## src/rtl/sc_match_scorer_pkg.sv

```systemverilog
// rtl/sc_match_scorer_pkg.sv - shared grade codes, lane count, window and point defaults
package sc_match_scorer_pkg;

    localparam int          SC_NLANES      = 37;
    localparam int          SC_SCORE_W     = 24;

    localparam logic [1:0]  GRADE_MISS     = 2'd0;
    localparam logic [1:0]  GRADE_GOOD     = 2'd1;
    localparam logic [1:0]  GRADE_PERFECT  = 2'd2;

    localparam logic [15:0] SC_PERFECT_WIN = 16'd3;
    localparam logic [15:0] SC_GOOD_WIN    = 16'd8;
    localparam logic [7:0]  SC_PERFECT_PTS = 8'd10;
    localparam logic [7:0]  SC_GOOD_PTS    = 8'd5;

    // Combo never wraps; it pins at all-ones.
    function automatic logic [15:0] combo_inc(input logic [15:0] c);
        return (c == 16'hFFFF) ? c : c + 16'd1;
    endfunction

endpackage

```

## src/rtl/sc_score_grader.sv

```systemverilog
// rtl/sc_score_grader.sv - S1 abs timing error and S2 grade/multiplier; SC_COMBO_MULT_EN enables combo multiplier
module sc_score_grader
    import sc_match_scorer_pkg::*;
#(
    parameter logic [15:0] PERFECT_WIN = SC_PERFECT_WIN,
    parameter logic [15:0] GOOD_WIN    = SC_GOOD_WIN
)(
    input  logic        clk,
    input  logic        reset,
    input  logic        issue_valid,
    input  logic [5:0]  issue_lane,
    input  logic [15:0] song_time,
    input  logic [15:0] note_time,
`ifdef SC_COMBO_MULT_EN
    input  logic [15:0] combo_ahead,
`endif
    output logic        s2_valid,
    output logic [5:0]  s2_lane,
    output logic [1:0]  s2_grade,
    output logic [2:0]  s2_mult
);

    logic        s1_valid;
    logic [5:0]  s1_lane;
    logic [15:0] s1_abs;
    logic [15:0] err_c;
    logic [15:0] abs_c;
    logic [1:0]  grade_c;
    logic [2:0]  mult_c;

    // Timing error is taken modulo 2^16 so song_time wrap is transparent.
    always_comb begin
        err_c = song_time - note_time;
        abs_c = err_c[15] ? (16'd0 - err_c) : err_c;
    end

    // Inclusive windows, tightest window wins.
    always_comb begin
        grade_c = GRADE_MISS;
        if (s1_abs <= PERFECT_WIN)
            grade_c = GRADE_PERFECT;
        else if (s1_abs <= GOOD_WIN)
            grade_c = GRADE_GOOD;
    end

`ifdef SC_COMBO_MULT_EN
    // combo_ahead already includes the hit leaving S2 this cycle, so this is the combo before this hit.
    always_comb begin
        if (combo_ahead >= 16'd30)
            mult_c = 3'd4;
        else if (combo_ahead >= 16'd20)
            mult_c = 3'd3;
        else if (combo_ahead >= 16'd10)
            mult_c = 3'd2;
        else
            mult_c = 3'd1;
    end
`else
    assign mult_c = 3'd1;
`endif

    // S1 and S2 pipeline registers.
    always_ff @(posedge clk) begin
        if (reset) begin
            s1_valid <= 1'b0;
            s1_lane  <= '0;
            s1_abs   <= '0;
            s2_valid <= 1'b0;
            s2_lane  <= '0;
            s2_grade <= GRADE_MISS;
            s2_mult  <= 3'd1;
        end else begin
            s1_valid <= issue_valid;
            s1_lane  <= issue_lane;
            s1_abs   <= abs_c;
            s2_valid <= s1_valid;
            s2_lane  <= s1_lane;
            s2_grade <= grade_c;
            s2_mult  <= mult_c;
        end
    end

endmodule

```

## src/rtl/sc_match_scorer.sv

```systemverilog
// rtl/sc_match_scorer.sv - per-lane hit capture, round-robin scan and score/combo accumulation; SC_COMBO_MULT_EN enables combo multiplier
module sc_match_scorer
    import sc_match_scorer_pkg::*;
#(
    parameter int          NLANES      = SC_NLANES,
    parameter logic [15:0] PERFECT_WIN = SC_PERFECT_WIN,
    parameter logic [15:0] GOOD_WIN    = SC_GOOD_WIN,
    parameter logic [7:0]  PERFECT_PTS = SC_PERFECT_PTS,
    parameter logic [7:0]  GOOD_PTS    = SC_GOOD_PTS,
    parameter int          SCORE_W     = SC_SCORE_W
)(
    input  logic                 clk,
    input  logic                 reset,
    input  logic [15:0]          song_time,
    input  logic [NLANES-1:0]    match_trigger,
    input  logic [NLANES*16-1:0] match_time,
    output logic [SCORE_W-1:0]   score,
    output logic [15:0]          combo,
    output logic [15:0]          max_combo,
    output logic                 hit_valid,
    output logic [5:0]           hit_lane,
    output logic [1:0]           hit_grade,
    output logic [7:0]           drop_count
);

    logic [15:0]        t_lat [NLANES];
    logic [NLANES-1:0]  pend;
    logic [5:0]         ptr;
    logic               issue;
    logic [15:0]        t_sel;
    logic [5:0]         drops_c;
    logic [8:0]         drop_sum_c;
    logic [7:0]         drop_next_c;

    logic               s2_valid;
    logic [5:0]         s2_lane;
    logic [1:0]         s2_grade;
    logic [2:0]         s2_mult;

    logic [15:0]        combo_next_c;
    logic [15:0]        max_next_c;
    logic [7:0]         pts_c;
    logic [10:0]        add_c;
    logic [SCORE_W:0]   score_sum_c;
    logic [SCORE_W-1:0] score_next_c;

    assign issue = pend[ptr];
    assign t_sel = t_lat[ptr];

    // Count lanes whose still-pending hit is overwritten; the lane being issued is not a drop.
    always_comb begin
        drops_c = '0;
        for (int i = 0; i < NLANES; i++) begin
            if (match_trigger[i] && pend[i] && (ptr != 6'(i)))
                drops_c = drops_c + 6'd1;
        end
        drop_sum_c  = {1'b0, drop_count} + 9'(drops_c);
        drop_next_c = drop_sum_c[8] ? 8'hFF : drop_sum_c[7:0];
    end

    // Capture: a new trigger always wins over the scan clearing the same lane.
    always_ff @(posedge clk) begin
        if (reset) begin
            pend       <= '0;
            drop_count <= '0;
            for (int i = 0; i < NLANES; i++)
                t_lat[i] <= '0;
        end else begin
            drop_count <= drop_next_c;
            for (int i = 0; i < NLANES; i++) begin
                if (match_trigger[i]) begin
                    t_lat[i] <= match_time[16*i +: 16];
                    pend[i]  <= 1'b1;
                end else if (issue && (ptr == 6'(i))) begin
                    pend[i]  <= 1'b0;
                end
            end
        end
    end

    // Scan pointer visits every lane once per NLANES cycles.
    always_ff @(posedge clk) begin
        if (reset)
            ptr <= '0;
        else if (ptr == 6'(NLANES - 1))
            ptr <= '0;
        else
            ptr <= ptr + 6'd1;
    end

    sc_score_grader #(
        .PERFECT_WIN (PERFECT_WIN),
        .GOOD_WIN    (GOOD_WIN)
    ) u_grader (
        .clk         (clk),
        .reset       (reset),
        .issue_valid (issue),
        .issue_lane  (ptr),
        .song_time   (song_time),
        .note_time   (t_sel),
`ifdef SC_COMBO_MULT_EN
        .combo_ahead (combo_next_c),
`endif
        .s2_valid    (s2_valid),
        .s2_lane     (s2_lane),
        .s2_grade    (s2_grade),
        .s2_mult     (s2_mult)
    );

    // Next accumulator values for the hit leaving S2; also feeds the multiplier lookahead.
    always_comb begin
        combo_next_c = combo;
        pts_c        = 8'd0;
        if (s2_valid) begin
            case (s2_grade)
                GRADE_PERFECT: begin
                    pts_c        = PERFECT_PTS;
                    combo_next_c = combo_inc(combo);
                end
                GRADE_GOOD: begin
                    pts_c        = GOOD_PTS;
                    combo_next_c = combo_inc(combo);
                end
                default: combo_next_c = 16'd0;
            endcase
        end
        max_next_c   = (combo_next_c > max_combo) ? combo_next_c : max_combo;
        add_c        = 11'(pts_c) * 11'(s2_mult);
        score_sum_c  = {1'b0, score} + (SCORE_W + 1)'(add_c);
        score_next_c = score_sum_c[SCORE_W] ? {SCORE_W{1'b1}} : score_sum_c[SCORE_W-1:0];
    end

    // S3: commit accumulators and present the one-cycle hit report.
    always_ff @(posedge clk) begin
        if (reset) begin
            score     <= '0;
            combo     <= '0;
            max_combo <= '0;
            hit_valid <= 1'b0;
            hit_lane  <= '0;
            hit_grade <= GRADE_MISS;
        end else begin
            score     <= score_next_c;
            combo     <= combo_next_c;
            max_combo <= max_next_c;
            hit_valid <= s2_valid;
            hit_lane  <= s2_lane;
            hit_grade <= s2_grade;
        end
    end

endmodule

```

## config.mk

```make
export PLATFORM = sky130hd
export DESIGN_NAME = sc_match_scorer
export DESIGN_NICKNAME = d
export VERILOG_FILES = /design/src/rtl/sc_match_scorer_pkg.sv /design/src/rtl/sc_score_grader.sv /design/src/rtl/sc_match_scorer.sv
export SDC_FILE = /design/constraint.sdc
export NUM_CORES = 1
export LEC_CHECK = 0
export BUFFER_PORTS_ARGS = -buffer_cell sky130_fd_sc_hd__buf_2
export CAP_MARGIN = 20
export CORE_ASPECT_RATIO = 1.75
export CORE_MARGIN = 2
export CORE_UTILIZATION = 50
export DETAILED_ROUTE_END_ITERATION = 12
export GPL_ROUTABILITY_DRIVEN = 0
export GPL_TIMING_DRIVEN = 0
export PLACE_DENSITY = 0.72
export SETUP_SLACK_MARGIN = 0.5
export SYNTH_ARGS = -nofsm -noshare
export SYNTH_HDL_FRONTEND = slang
export SYNTH_HIERARCHICAL = 1
export SYNTH_SLANG_ARGS = --single-unit
```

## constraint.sdc

```tcl
create_clock -name clk -period 42.8 [get_ports clk]
set_input_delay 2.14 -clock clk [delete_from_list [all_inputs] [get_ports clk]]
set_output_delay 2.14 -clock clk [all_outputs]
set_load 0.05 [all_outputs]
```

Yosys cells after proc, flatten, opt, wreduce, memory -nomap -nowiden. Memory sizes are Yosys's and may differ from the RTL's. A register that Yosys moved wholly into a read port is not among the register bits. Index checks and enable logic that the tools add are counted.

Logic and storage cells: 641. Memories kept: 1. Output and inout bits: 73. Bits in writable memories: 592. Bits in registers: 148.

Eq/ne operators: 75. Reduce and logical (&&, ||, !) cells: 154. Bitwise logic cells: 38. Multiplexer cells: 274. Add/sub/neg operators: 42. $lt $le $gt $ge: 4.

Memory list: t_lat (depth 37, bits a word 16, read ports 1, clocked after Yosys merged registers in 1, wr ports 37, line sc_match_scorer.sv:26) `logic [15:0] t_lat [NLANES];`.

Operator list (count): $mux W16 (40); $add A6 B1 Y6 const B (37); $mux W6 (37); $mux W1 (190); $logic_and A1 B1 Y1 (111); $eq A6 B5 Y1 const B (16); $ne A6 B5 Y1 const B (16); $reduce_bool A2 Y1 (37); $eq A6 B4 Y1 const B (8); $ne A6 B4 Y1 const B (8); $or A1 B1 Y1 (37); $eq A6 B6 Y1 const B (5); $ne A6 B6 Y1 const B (5); $add A24 B8 Y25 (1); $eq A6 B3 Y1 const B (4); $mux W24 (1); $ne A6 B3 Y1 const B (4); $add A16 B1 Y16 const B (1); $eq A16 B16 Y1 const B (1); $gt A16 B16 Y1 (1); $le A16 B2 Y1 const B (1); $le A16 B4 Y1 const B (1); $sub A1 B16 Y16 const A (1); $sub A16 B16 Y16 (1); other kinds (18) (23).

Depth between registers and ports, before layout.
Word-level depth: 77. Mapped depth: 121. Mapped depth without buffers: 116.

Modules after synthesis. The synthesis kept the hierarchy.

Modules (own cells, without submodules): sc_match_scorer (sequential area each 20099.3 sq um, cells each 3184, instances 1, area each 39410.3 sq um); sc_score_grader (sequential area each 640.6 sq um, cells each 274, instances 1, area each 2277.2 sq um).

Worst setup path before layout. Ideal clock, no wire load.

Kind: reg2reg. Start point: register ptr[0]. End point: register drop_count[7]. Arrival time: 20.714 ns. Period minus slack after synthesis: 20.841 ns. Stages on the path, launching flop included: 119. Setup time: 0.128 ns. Slack: 21.959 ns. Cell sequence: dfxtp_1 > clkbuf_1 > clkbuf_1 > clkbuf_1 > buf_1 > inv_1 > ha_1 > buf_2 > or3b_1 > o311a_1 > ha_1 > clkbuf_1 > and2_1 > a211oi_4 > inv_1 > ha_1 > xnor3_1 > nand3_1 > [... 83 more ...] > o21ai_0 > ha_1 > mux2i_1 > inv_1 > ha_1 > nand2_1 > o21ai_0 > ha_1 > mux2_2 > ha_1 > a21o_1 > a21oi_1 > o21bai_1 > a21oi_1 > nor2b_1 > o21ai_0 > mux2i_1 > nor2_1.

Word-level cells in the longest chain between the ends: 77. Elaborated cells on any way between the ends: 149. Classes of those cells: add/sub (37); eq/ne (36); mux (38); reduce/logical (38).

RTL lines: start, declared (line sc_match_scorer.sv:28) `logic [5:0] ptr;`; start signal, assigned (line sc_match_scorer.sv:88) `ptr <= ptr + 6'd1;`; $reduce_bool A6 Y1 (line sc_match_scorer.sv:54) `if (match_trigger[i] && pend[i] && (ptr != 6'(i)))`; $logic_and A1 B1 Y1 (line sc_match_scorer.sv:54); $mux W1 (line sc_match_scorer.sv:54); $add A6 B1 Y6 (line sc_match_scorer.sv:55) `drops_c = drops_c + 6'd1;`; $mux W6 (line sc_match_scorer.sv:54); $add A6 B1 Y6 (line sc_match_scorer.sv:55); $mux W6 (line sc_match_scorer.sv:54); $add A6 B1 Y6 (line sc_match_scorer.sv:55); [... 61 more ...]; $add A6 B1 Y6 (line sc_match_scorer.sv:55); $mux W6 (line sc_match_scorer.sv:54); $add A6 B1 Y6 (line sc_match_scorer.sv:55); $mux W6 (line sc_match_scorer.sv:54); $add A6 B1 Y6 (line sc_match_scorer.sv:55); $mux W6 (*) (line sc_match_scorer.sv:54); $add A8 B6 Y9 (*) (line sc_match_scorer.sv:57) `drop_sum_c = {1'b0, drop_count} + 9'(drops_c);`; $mux W8 (*) (line sc_match_scorer.sv:58) `drop_next_c = drop_sum_c[8] ? 8'hFF : drop_sum_c[7:0];`; end signal, assigned (line sc_match_scorer.sv:69) `drop_count <= drop_next_c;`; end, declared (line sc_match_scorer.sv:23) `output logic [7:0] drop_count`.

Every way passes the cells marked *; elsewhere a longest branch is shown, timed or not. A chain may end at the register's enable or synchronous reset.

Worst setup path in the final report.
Start point: register ptr[0]. End point: register drop_count[4].

Same word-level chain as after synthesis.

==> results.rst <==
.. list-table::
   :header-rows: 1

   * - Metric
     - Value
   * - Root Driver
     - sky130_fd_sc_hd__clkbuf_16
   * - Count of warnings emitted by yosys
     - 6
   * - Maximum number of pins on one net before global-route repair
     - 17
   * - Share of the yosys chip area belonging to registers
     - about half
   * - FFs w/ async S/R, synth
     - 0%
   * - Final std cell area, no fill
     - a little under 50000 µm²
   * - TritonCTS clock tree
     - yes
   * - Sinks on Clock Net
     - 740
   * - Dominant cells by area after synthesis
     - sky130_fd_sc_hd__edfxtp_1 (43%), sky130_fd_sc_hd__mux4_2 (10%), sky130_fd_sc_hd__and2_1 (8.6%), sky130_fd_sc_hd__dfxtp_1 (7.1%), sky130_fd_sc_hd__ha_1 (2.7%)
   * - Core area
     - 82900 µm²
   * - Clk_lat worst skew
     - ~670 ps
   * - Avg Vias per Cell
     - 6.04
   * - Met1 layer usage reported by global route
     - 38.1%
   * - Number of buffer and inverter stages on the critical path
     - 13
   * - Die Y-Extent
     - 386 µm
   * - Period utilisation layout
     - 59.3%
   * - CP max FO
     - 10
   * - Leakage Power
     - 0.0197 µW
   * - Power density normalized to cell area
     - roughly 50 nW/µm²
   * - Classification of the worst-slack hold path
     - flop to flop
   * - # H-tree levels
     - 3
   * - Share of cells above drive strength 1
     - 27.6%
   * - Largest incremental delay on the critical path
     - 800 ps
   * - Final wirelength
     - 155000 µm
   * - Capturing element type of the critical path
     - flop
   * - Total vias in the final route
     - 32709
   * - Largest buffer count on any clock path
     - 3
   * - Multi-input logic area
     - 19800 µm²
   * - Final Instance Count excl. Fillers
     - 5418
   * - Router iterations before antenna repair
     - 6
   * - Detailed-route wire length per cell
     - 28.6 µm
   * - Minimum setup slack after placement
     - 17360 ps
   * - Final count of hold timing violations
     - 0
   * - Fraction of post-synthesis cell area in the top cell type by area
     - 42.6%
   * - Largest clock skew in the final design
     - 24.4 ps
   * - I/O pins
     - 720
   * - Required time worst endpoint
     - 43290 ps
   * - Area growth from synthesis to final layout
     - 18.1%
   * - Starting Density
     - 50.3%
   * - Setup TNS
     - 0 ps
   * - Count of unique library cells instantiated by Yosys
     - 121
   * - Setup slack after layout
     - 17420 ps
   * - Result of the run
     - completed
   * - Global routing's busiest layer
     - met2
   * - Post-detailed-placement half-perimeter wirelength
     - ~130000 µm
   * - CTS buffer count
     - slightly above 70
   * - Die width
     - 222 µm
   * - Setup repair after global routing missed its margin
     - no
   * - Row count
     - 140
   * - Register bit total from synthesis
     - 740
   * - Number of global-route vias before repair
     - approximately 33000
   * - Total track usage
     - 35.7%
   * - Shortest clock period the worst path allows after layout
     - ~25000 ps
   * - Cell taking the most area after synthesis
     - sky130_fd_sc_hd__edfxtp_1
   * - Number of buffers inserted for hold repair after clock tree synthesis
     - 0
   * - Slowest stage cell on the critical path
     - sky130_fd_sc_hd__clkbuf_1
   * - Max-cap violations
     - 0
   * - Worst slew margin relative to its limit
     - around 17%
   * - Final number of setup-violating endpoints
     - 0
   * - Number of nets with antenna violations after routing
     - 0
   * - Number of fill cells in the layout
     - 6949
   * - Average footprint of a synthesized cell
     - 12.1 µm²
   * - Number of enable flip-flop cells after synthesis
     - a little under 600
   * - First-iteration detailed-routing DRC count
     - 3027
   * - Met2 Resource Use GR
     - 62.8%
   * - CP most frequent cell
     - sky130_fd_sc_hd__ha_1
   * - Worst setup path category
     - flop to flop
   * - Netlist Area Pre-Place
     - 41700 µm²
   * - Die outline area
     - between 80000 and 90000 µm²
   * - Max frequency
     - roughly 40 MHz
   * - Wire length of the first global-routing pass
     - 217000 µm
   * - Worst setup SP type
     - flop
   * - Register Area
     - 20700 µm²
   * - Synthesized instance count
     - 3458
   * - Area after detailed placement
     - 46700 µm²
   * - Cell family with most CP delay
     - compound AO/OA/AOI/OAI gates
   * - Transition time at the pin with the least slew margin
     - about 1200 ps
   * - Number of antenna violations at the first check in global routing
     - 66
   * - Number of max-slew violations in the final report
     - 0
   * - IR Drop Worst-Case VDD
     - 0.0366 mV
   * - Total setup buffers inserted after CTS
     - 0
   * - Critical path arrival
     - ~26000 ps
   * - Met3 usage in global routing
     - 8.79%
   * - Number of remaining DRC errors
     - 0
   * - # placed instances
     - 5250
   * - Most used DFF post-synth
     - sky130_fd_sc_hd__edfxtp_1
   * - Count of buffers inserted at the top-level ports
     - just over 700
   * - NumNets Final
     - 5008
   * - Most used standard cells in the synthesized netlist
     - sky130_fd_sc_hd__edfxtp_1 (592), sky130_fd_sc_hd__and2_1 (571), sky130_fd_sc_hd__mux4_2 (187), sky130_fd_sc_hd__nand2_1 (184), sky130_fd_sc_hd__nor2_1 (178)
   * - Cell with the most instances after synthesis
     - sky130_fd_sc_hd__edfxtp_1
   * - Clock-pin slew on the worst setup and hold paths
     - about 60 ps
   * - CTS resizes
     - 0
   * - Remaining global-route overflow
     - 0
## where the power goes
| group | total, µW | switching (µW) | internal [µW] |
|---|---|---|---|
| registers | 862 | 21.7 | 840 |
| logic | 961 | 559 | 402 |
| clock network | 653 | 295 | 357 |
## logic make-up after synthesis
logic type / share of synthesized area (%)
and+or+nand+nor: 18.8
DFF: 49.8
AOI/OAI and AO/OA: 7.83
buffers and inverters: 2.68
muxes: 11.5
xor gates and xnor gates: 6.28
adders and majority gates: 3.16
other: 0.0180
## cell type report
type	instances	area share, %
timing repair buffer	729	7.63
clock buffer	92	3.87
buffer	174	1.49
inverter	102	0.778
antenna	35	0.178
sequential	740	42.1
tap	1065	2.71
clock inverter	38	0.915
multi-input combinational	2443	40.3
## flip-flops by register name, indices dropped and copies added (netlist names)
signal and flops:
pend 37, u_grader/s1_lane 6, combo 16, hit_lane 6, max_combo 16, drop_count 8
ptr 6, u_grader/s2_lane 6, t_lat 592, u_grader/s2_valid 1, u_grader/s1_abs 16, hit_valid 1
u_grader/s1_valid 1, u_grader/s2_grade 2, score 24, hit_grade 2
## worst paths after layout
path	startpoint	slack, ps	endpoint	depth (start not counted)
setup reg to reg	ptr[0]$_SDFF_PP0_	17420	drop_count[4]$_SDFF_PP0_	113
setup / recovery	ptr[0]$_SDFF_PP0_	17420	drop_count[4]$_SDFF_PP0_	113
hold reg to reg	u_grader/s1_lane[3]$_SDFF_PP0_	440	u_grader/s2_lane[3]$_SDFF_PP0_	1
hold / removal	u_grader/s1_lane[3]$_SDFF_PP0_	440	u_grader/s2_lane[3]$_SDFF_PP0_	1
## through the flow
| stage | hold slack [ps] | total power, µW | util, % |
|---|---|---|---|
| 2_1_floorplan | 397 | 1570 | - |
| 5_1_grt | 448 | 2580 | 59.4 |
| 3_3_place_gp | 418 | 1800 | 56.3 |
| 3_5_place_dp | 429 | 1820 | 56.4 |
| 6_report | 443 | 2480 | 59.4 |
| 4_1_cts | 440 | 2460 | 59.3 |
## layer usage
metal / vias up / wire length [µm]
met1: 16073 / 50900
met3: 491 / 14700
met2: 1846 / 77200
li1: 14257 / -
met5: - / 302
met4: 42 / 11800
## layout by cell type (no fill, tap or decap), types with 56 or more instances in the layout
master                      count
sky130_fd_sc_hd__clkbuf_1     149
sky130_fd_sc_hd__nor2b_1      142
sky130_fd_sc_hd__and2_1       571
sky130_fd_sc_hd__o21ai_0       56
sky130_fd_sc_hd__inv_1         99
sky130_fd_sc_hd__ha_1          91
sky130_fd_sc_hd__nor2_1       178
sky130_fd_sc_hd__nand3_1       70
sky130_fd_sc_hd__buf_2        727
sky130_fd_sc_hd__a21oi_1      169
sky130_fd_sc_hd__mux4_2       187
sky130_fd_sc_hd__nand2_1      184
sky130_fd_sc_hd__xnor2_1      116
sky130_fd_sc_hd__edfxtp_1     592
sky130_fd_sc_hd__clkbuf_16     72
sky130_fd_sc_hd__dfxtp_1      148
No activity file was read; power rests on OpenSTA's default activity.
